[src/rtl/cpu_pkg.sv]
`default_nettype none
// ============================================================================
// cpu_pkg : shared types and constants for the 5-stage pipeline
// Rev 1.0 : initial release
// ============================================================================
package cpu_pkg;

    localparam int OPC_MSB = 15;
    localparam int OPC_LSB = 12;

    localparam logic [3:0]  HALT_OPCODE_DEF = 4'hF;
    localparam logic [15:0] NOP_INSTR_DEF   = 16'h0000;

    typedef enum logic [0:0] {
        FS_RUN    = 1'b0,
        FS_HALTED = 1'b1
    } fetch_state_e;

    typedef struct packed {
        logic        valid;
        logic [15:0] instr;
        logic [15:0] pc;
        logic [15:0] pc_plus1;
    } if_id_t;

    function automatic logic [3:0] opcode_of(input logic [15:0] instr);
        return instr[OPC_MSB:OPC_LSB];
    endfunction

endpackage
`default_nettype wire

[src/rtl/if_id_reg.sv]
`default_nettype none
// ============================================================================
// if_id_reg : IF/ID pipeline register with hold, flush and reset
// Rev 1.0 : initial release
// ============================================================================
module if_id_reg
    import cpu_pkg::*;
#(
    parameter logic [15:0] NOP_INSTR = NOP_INSTR_DEF
) (
    input  logic   clk,
    input  logic   rst,
    input  logic   hold,
    input  logic   flush,
    input  if_id_t d,
    output if_id_t q
);

    if_id_t r_q;

    // Flush beats hold so a redirect during a stall still clears the stage.
    always_ff @(posedge clk) begin
        if (rst || flush) begin
            r_q.valid    <= 1'b0;
            r_q.instr    <= NOP_INSTR;
            r_q.pc       <= 16'h0000;
            r_q.pc_plus1 <= 16'h0000;
        end else if (!hold) begin
            r_q.valid    <= d.valid;
            r_q.instr    <= d.valid ? d.instr : NOP_INSTR;
            r_q.pc       <= d.pc;
            r_q.pc_plus1 <= d.pc_plus1;
        end
    end

    assign q = r_q;

endmodule
`default_nettype wire

[src/rtl/if_stage.sv]
`default_nettype none
// ============================================================================
// if_stage : instruction fetch - PC, redirect/stall/halt priority, IF/ID
// Rev 1.0 : initial release
// ============================================================================
module if_stage
    import cpu_pkg::*;
#(
    parameter logic [15:0] RESET_PC    = 16'h0000,
    parameter logic [3:0]  HALT_OPCODE = HALT_OPCODE_DEF,
    parameter logic [15:0] NOP_INSTR   = NOP_INSTR_DEF
) (
    input  logic        clk,
    input  logic        rst,
    input  logic        stall,
    input  logic        redirect,
    input  logic [15:0] redirect_pc,
    output logic [15:0] im_addr,
    input  logic [15:0] im_rdata,
    output logic [15:0] pc,
    output logic        if_id_valid,
    output logic [15:0] if_id_instr,
    output logic [15:0] if_id_pc,
    output logic [15:0] if_id_pc_plus1,
    output logic        halted
);

    fetch_state_e r_state;
    fetch_state_e w_state_nxt;
    logic [15:0]  r_pc;
    logic [15:0]  w_pc_nxt;
    logic [15:0]  w_pc_plus1;
    logic         w_hold;
    logic         w_flush;
    if_id_t       w_fetch;
    if_id_t       w_if_id;

    assign w_pc_plus1 = r_pc + 16'd1;

    always_ff @(posedge clk) begin
        if (rst) begin
            r_state <= FS_RUN;
            r_pc    <= RESET_PC;
        end else begin
            r_state <= w_state_nxt;
            r_pc    <= w_pc_nxt;
        end
    end

    // Priority: redirect > halted bubble > stall > halt detect > fetch.
    always_comb begin
        w_state_nxt      = r_state;
        w_pc_nxt         = r_pc;
        w_hold           = 1'b0;
        w_flush          = 1'b0;
        w_fetch.valid    = 1'b1;
        w_fetch.instr    = im_rdata;
        w_fetch.pc       = r_pc;
        w_fetch.pc_plus1 = w_pc_plus1;
        if (redirect) begin
            w_pc_nxt    = redirect_pc;
            w_flush     = 1'b1;
            w_state_nxt = FS_RUN;
        end else if (r_state == FS_HALTED) begin
            w_flush = 1'b1;
        end else if (stall) begin
            w_hold = 1'b1;
        end else if (opcode_of(im_rdata) == HALT_OPCODE) begin
            w_state_nxt = FS_HALTED;
        end else begin
            w_pc_nxt = w_pc_plus1;
        end
    end

    if_id_reg #(
        .NOP_INSTR (NOP_INSTR)
    ) u_if_id_reg (
        .clk   (clk),
        .rst   (rst),
        .hold  (w_hold),
        .flush (w_flush),
        .d     (w_fetch),
        .q     (w_if_id)
    );

    assign im_addr        = r_pc;
    assign pc             = r_pc;
    assign halted         = (r_state == FS_HALTED);
    assign if_id_valid    = w_if_id.valid;
    assign if_id_instr    = w_if_id.instr;
    assign if_id_pc       = w_if_id.pc;
    assign if_id_pc_plus1 = w_if_id.pc_plus1;

endmodule
`default_nettype wire

[config.mk]
export PLATFORM = sky130hd
export DESIGN_NAME = if_stage
export DESIGN_NICKNAME = d
export VERILOG_FILES = /design/src/rtl/cpu_pkg.sv /design/src/rtl/if_id_reg.sv /design/src/rtl/if_stage.sv
export SDC_FILE = /design/constraint.sdc
export NUM_CORES = 1
export LEC_CHECK = 0
export ABC_AREA = 1
export CORE_MARGIN = 2
export CORE_UTILIZATION = 44
export CTS_CLUSTER_SIZE = 28
export DETAILED_ROUTE_END_ITERATION = 8
export GPL_ROUTABILITY_DRIVEN = 1
export MAX_ROUTING_LAYER = met4
export PLACE_DENSITY = 0.8
export SLEW_MARGIN = 20
export SYNTH_ARGS = -nofsm -noshare
export SYNTH_HDL_FRONTEND = slang
export SYNTH_SLANG_ARGS = --single-unit
[constraint.sdc]
create_clock -name clk -period 1.7 [get_ports clk]
set_input_delay 0.255 -clock clk [delete_from_list [all_inputs] [get_ports clk]]
set_output_delay 0.255 -clock clk [all_outputs]
set_load 0.1 [all_outputs]
==> metrics.md <==
| Metric | Value |
|---|---|
| Worst EP arrival | `around 1.8 ns` |
| Register clock-pin slew on the reported worst setup and hold paths | `roughly 0.080 ns` |
| Final WL | `about 9.7 mm` |
| Placed cell area | `5170 um^2` |
| 1st-iter DRT viols | `roughly 180` |
| I/O pins | `118` |
| Final layout net count | `590` |
| Slew Limit Fails | `0` |
| Seq pwr share | `0.382` |
| Final WS setup | `0.153 ns` |
| Initial Utilization | `0.457` |
| Compound-Gate Fraction of Synth Area | `0.143` |
| P_sw | `between 1.5 and 2 mW` |
| Via count | `roughly 3,300` |
| Initial antenna violation count | `0` |
| First-pass GRT wire length | `15.7 mm` |
| Worst Tran Pin Value | `0.407 ns` |
| Grt ovf | `0` |
| Mean number of vias per cell | `slightly above 5` |
| Synth top area cells | `dfxtp_1 (42%), nand2_1 (14%), buf_4 (7.7%)` |
| Final setup TNS | `0 ns` |
| Clock skew | `roughly 0.011 ns` |
| Clk sinks | `66` |
| Seq/Total Area, Yosys | `0.423` |
| VDD IR max | `0.000486 V` |
| Critical Path End Type | `flip-flop` |
| Net Sw Frac | `0.382` |
| Achievable Freq | `roughly 650 MHz` |
| Worst EP required | `between 1.5 and 2 ns` |
| DRT antenna net count | `0` |
| Post-Syn Instances | `about 450` |
| Internal Power | `2.73 mW` |
| Largest net degree at the start of global routing | `43` |
| Synth Warn # | `0` |
| Pwr Density | `818 nW/um^2` |
| Cell taking the most area after synthesis | `dfxtp_1` |
| Combinational power share | `0.344` |
| TritonCTS clock tree | `built` |
| Hold_buf cts | `0` |
| Critical path class | `flip-flop to flip-flop` |
| Clk buf depth | `2` |
| Synth top area share | `0.423` |
| CTS Buf Count | `9` |
| Hold_sp | `im_rdata[11]` |
| First-pass iteration count of the detailed router | `5` |
| Period Utilization, post-route | `0.910` |
| N_diodes | `0` |
| CP Max Fanout | `7` |
| Share of cells above drive strength 1 | `0.253` |
| Post-Layout Inst Area | `between 5000 and 6000 um^2` |
| Core area | `6830 um^2` |
| Die area | `slightly below 8000 um^2` |
| Relative max-transition margin | `0.727` |
| Clock Latency Late Sink | `between 0.3 and 0.4 ns` |
| RSZ-0062 raised after global routing | `no` |
| GRT Total Usage | `0.269` |
| Yosys cell types | `25` |
| Final setup violation count | `0` |
| Post-Place Setup Slack | `between 0.015 and 0.02 ns` |
| Fin crit period | `around 1.5 ns` |
| Die Y | `slightly below 90 um` |
| Vias in the first global route | `around 3,300` |
| Max-cap violation count | `0` |
| Critical Path Source | `im_addr[0]$_SDFFE_PP0P_` |
| Xor-xnor portion of the synthesized cell area | `0.0168` |
| Critical path launch point type | `flip-flop` |
| Die Wd | `around 88 um` |
| P&R area growth vs syn | `72.4%` |
| Area of the mapped netlist | `between 3000 and 4000 um^2` |
| Row cnt | `30` |
| Synth Net Count | `approximately 480` |
| Fin. Hold Viols | `0` |
| H-tree Lvls | `3` |
| Post-Synth Simple-Gate Area | `0.252` |
| Clock network fraction of total power | `0.274` |
| Lkg Pwr | `around 2.3 nW` |
| DRC viols | `0` |
| Mux contribution to synthesized area | `0` |
| Synth Area in Adders | `0.00400` |
| Reg2Reg Launch Point | `im_addr[0]$_SDFFE_PP0P_` |
| Outcome | `finished clean` |
| Main combinational cell family by area after synthesis | `simple AND/OR/NAND/NOR gates` |
| Routability cong. | `0.897` |
| Dpl hpwl | `about 7.4 mm` |
| Hold Crit Class | `primary input to flip-flop` |
| Syn Area/Cell | `7.02 um^2` |
| WL/cell | `roughly 15 um` |
| Number of buffers added on ports | `around 120` |
| Synthesized flop and latch total | `66` |
| Clk root buf | `clkbuf_8` |
[registers in the layout, indices dropped and copies added, names as in the netlist]
| signal | count |
|---|---|
| u_if_id_reg.q | 49 |
| im_addr | 16 |
| halted | 1 |
[final timing paths]
path	cells past startpoint	to	slack, ns
setup / recovery	7	u_if_id_reg.q[11]$_SDFFE_PP0N_	0.15
hold / removal	3	u_if_id_reg.q[43]$_SDFFE_PP0N_	0.45
setup reg to reg	7	u_if_id_reg.q[11]$_SDFFE_PP0N_	0.15
hold reg to reg	2	u_if_id_reg.q[45]$_SDFFE_PP0N_	0.50
[layer usage]
layer	wire length, um	vias to the layer above	global-route usage
met5	0	-	-
met2	4820	155	0.418
met3	691	23	0.0476
met1	4000	1559	0.347
li1	-	1603	-
met4	216	0	0.109
[through the flow]
step	util	std cells	hold WS, ns	total power, mW
finish	0.788	654	0.450	4.41
global route	0.788	654	0.467	4.55
floorplan	-	445	0.400	2.64
global placement	0.758	637	0.490	3.21
detailed placement	0.758	637	0.494	3.23
CTS	0.784	653	0.449	4.43
[critical path, cell delays in order (launching register included)]
cell and delay [ns]:
dfxtp_1 0.35, buf_4 0.21, nand3_2 0.16, nor2_4 0.23, buf_4 0.14, nand4_1 0.10, nand2_1 0.17, a21oi_1 0.08
[cell type report]
cell class              count  area [um^2]
clock buffers              10          138
clock inverters             6         41.3
fillers                   474         1450
inverters                  44          165
multi-input cells         282         1320
flip-flops and latches     66         1320
well taps                  96          120
repair buffers            150         2280
[power by group through the flow]
stage	clock network, mW	logic [mW]	registers [mW]
2_1_floorplan	0	0.615	2.03
3_3_place_gp	0	1.49	1.72
3_5_place_dp	0	1.51	1.72
4_1_cts	1.23	1.51	1.68
5_1_grt	1.28	1.58	1.69
6_report	1.21	1.51	1.69
[kinds of logic after synthesis]
logic type,Yosys count
compound gates,85
xor+xnor,6
fa+ha+maj,1
buf+inv,97
flops,66
simple gates,190
[cell usage in the layout (no fill, tap or decap), types with 3 or more instances in the layout]
cell	count
a21oi_1	43
a31oi_1	5
buf_12	85
buf_4	30
clkbuf_8	10
clkdlybuf4s50_1	35
clkinvlp_4	3
dfxtp_1	65
inv_1	43
nand2_1	113
nand3_1	23
nand4_1	5
nor2_1	40
nor2_4	3
o211ai_1	4
o21ai_0	30
xor2_1	6
[synthesized netlist by cell type (all sizes together)]
library cell / count
a21o: 2
a21oi: 43
a31oi: 5
buf: 47
clkbuf: 6
dfxtp: 66
ha: 1
inv: 44
nand2: 114
nand3: 25
nand3b: 1
nand4: 5
nor2: 44
nor3: 1
o211ai: 4
o21ai: 31
xor2: 6
[what timing repair did]
action                     CTS  global route
setup buffers                0             1
gates resized for setup      0             6
setup endpoints to repair    0            11
No activity file was read; power rests on OpenSTA's default activity.
==> RTL edit, RTL diff (same flow settings) <==
Reset style: asynchronous (`rst`), changed in one clocked block.
--- a/src/rtl/if_stage.sv
+++ b/src/rtl/if_stage.sv
@@ -37,7 +37,7 @@
 
     assign w_pc_plus1 = r_pc + 16'd1;
 
-    always_ff @(posedge clk) begin
+    always_ff @(posedge clk or posedge rst) begin
         if (rst) begin
             r_state <= FS_RUN;
             r_pc    <= RESET_PC;
Formal check against the unedited RTL: differs if rst is asserted again (counterexample within 4 cycles, from zero or initial values and one cycle with rst high); with rst held inactive, the same outputs for 10 cycles.
==> RTL edit against the original RTL <==
  * Sequential cell count unchanged
  * Final area rose by 0.51%
  * Non-clock buffer count fell by 3
  * Setup slack improved by 0.0064 ns
  * Total power increased by 27%
  * Die area grew 1.2%
  * Synthesized area is 1.3% higher
  * Wire length down 1.5%
  * Via count shrank 4.6%
  * Critical path depth up 1
  * Fmax rose by 0.41%
  * Global-route usage decreased by 0.70 points
  * Sequential power increased by 5%
  * Clock power up 19%
  * Highest routed layer unchanged
==> RTL edit: results (changes against the original RTL) <==
run_status:
  run_status: "finished clean"  # unchanged
grt:
  grt_start_max_net_pins: 32  # was 43
  initial_antenna_violation_count: 0  # unchanged
  groute.usage.overall: 0.262  # was 0.269
  grt_first_pass_wirelength_mm: 15.4  # was 15.7 mm
  grt_pass1_vias: 3224  # was 3309
placement:
  placedInstanceArea_mm2: 0.00519  # was 0.00517 mm2
  placed_cells_incl_taps: 621  # was 637
  dpl_hpwl_mm: 7.38  # was 7.40 mm
  place.gp.congestion: 0.815  # was 0.897
  count_of_buffers_from_port_buffering: 117  # unchanged
  pre_cts_ws_ns: -0.128  # was 0.0154 ns
drt:
  post_drt_via_cell_ratio: 5.00  # was 5.11
  met3_wirelength_um: 663  # was 691 um
  route.final.wire_length_mm: 9.58  # was 9.73 mm
  initialDrtViolationCount: 129  # was 182
  detailed_routing_iteration_count_for_the_pre_antenna_repair_pass: 5  # unchanged
  detail_route.wirelength.met1_mm: 3.97  # was 4.00 mm
  post_drt_wl_per_cell_um: 15.0  # was 14.9 um
  met2WireLength_mm: 4.82  # about the same
pwr:
  power.static_leakage_uw: 0.00253  # was 0.00232 uW
  vdd.ir_drop.worst_v: 0.000596  # was 0.000486 V
logic_synthesis:
  ys_top_cells_by_count: "81 x nand2_1, 76 x nor2_1, 49 x dfxtp_1"  # was 113 x nand2_1, 66 x dfxtp_1, 43 x a21oi_1, 43 x inv_1, 42 x nor2_1
  synth.top_cells.by_area: "dfxtp_1 31%, dfrtp_1 13%, nand2_1 9.6%, nor2_1 9.0%, buf_4 7.8%"  # was dfxtp_1 42%, nand2_1 14%, buf_4 7.7%, a21oi_1 6.9%, inv_1 5.2%
  synthesis.instances: 428  # was 445
  async_reset_ff_frac: 0.258  # was 0
  synth_cell_types: 25  # unchanged
  synth.yosys.seq_area_share: 0.444  # was 0.423
  syn-num-nets: 465  # was 482
  synth_warnings: 0  # unchanged
  leading_register_cell_type_out_of_synthesis: "dfxtp_1"  # unchanged
final_layout:
  fill_count: 455  # was 474
  largest_register_ffs: 49  # unchanged
  antenna_cells_inserted: 0  # unchanged
  final_nets: 573  # was 590
  final_layout_size_suffix_gt1_frac: 0.253  # about the same
worst_setup_path:
  critical_path.endpoint: "u_if_id_reg.q[15]$_SDFFE_PP0N_"  # was u_if_id_reg.q[11]$_SDFFE_PP0N_
  r2r_slack_ns: 0.16
  maximum_fanout_along_the_worst_path: 6  # was 7
  rr_worst_depth: 8  # was 7
  startpoint: "im_addr[1]$_DFFE_PP0P_"  # was im_addr[0]$_SDFFE_PP0P_
  startpoint_type: "flop"  # unchanged
timing:
  relSlewSlack: 0.720  # was 0.727
  fin_crit_sh: 0.906  # was 0.910
  clock_skew_ns: 0.0111  # was 0.0107 ns
min_path:
  timing.hold.worst.class: "input port to asynchronous set/reset pin"  # was input port to flop
cts:
  clock_pin_slew_of_the_registers_on_the_worst_case_setup_and_hold_paths_ns: 0.08  # about the same
  cts_made_buffers: 9  # unchanged
  clk_buf_depth: 2  # unchanged
  worst_skew_pair.late_latency_ns: 0.34
  clock-root-buffer: "clkbuf_8"  # unchanged
  cts.repair.resized: 0  # unchanged
## RTL edit: cells by family after synthesis
logic type / Yosys count / share of synthesized area
adders and majority gates: 1 / 0.00395
AOI/OAI and AO/OA: 64 / 0.108
buffers and inverters: 86 / 0.151
and+or+nand+nor: 204 / 0.273
DFF: 66 / 0.444
xor gates and xnor gates: 7 / 0.0194
## RTL edit: how the worst min path moves through the flow
| stage | slack (ns) | cells past startpoint | endpoint |
|---|---|---|---|
| finish | 0.35 | 3 | im_addr[1]$_DFFE_PP0P_ |
| global route | 0.39 | 3 | im_addr[13]$_DFFE_PP0P_ |
| CTS | 0.35 | 3 | im_addr[15]$_DFFE_PP0P_ |
| detailed placement | 0.50 | 2 | u_if_id_reg.q[0]$_SDFFE_PP0N_ |
| global placement | 0.49 | 2 | u_if_id_reg.q[0]$_SDFFE_PP0N_ |
| floorplan | 0.18 | 1 | im_addr[0]$_DFFE_PP0P_ |
## RTL edit: critical path: stages (launching register included)
cell     delay [ns]
dfrtp_1        0.38
buf_4          0.18
nand2_1        0.07
nor2_1         0.14
nand2_1        0.17
o21ai_0        0.29
nand3_1        0.11
nand2_1        0.08
inv_1          0.03
## RTL edit: report_power, final
| part | internal [uW] | switching (uW) |
|---|---|---|
| clock | 809 | 631 |
| sequential | 1660 | 125 |
| combinational | 829 | 1550 |
| total | 3300 | 2310 |
## RTL edit: through the flow
stage          setup TNS, ns  utilization
5_1_grt                    0        0.788
6_report                   0        0.788
3_5_place_dp          -0.918        0.755
2_1_floorplan              0            -
3_3_place_gp          -0.267        0.755
4_1_cts                    0        0.787
## RTL edit: layout make-up
class / count / area, um2 / area share
timing repair buffer: 147 / 2240 / 0.414
clock inverter: 5 / 60.1 / 0.0111
tap: 96 / 120 / 0.0222
clock buffer: 11 / 163 / 0.0300
inverter: 36 / 135 / 0.0250
sequential: 66 / 1410 / 0.260
multi-input combinational: 276 / 1290 / 0.238
## RTL edit: metal layers
| metal | up-vias | track usage |
|---|---|---|
| li1 | 1542 | - |
| met1 | 1500 | 0.326 |
| met2 | 131 | 0.434 |
| met3 | 13 | 0.0420 |
| met4 | 0 | 0.0840 |
| met5 | - | - |
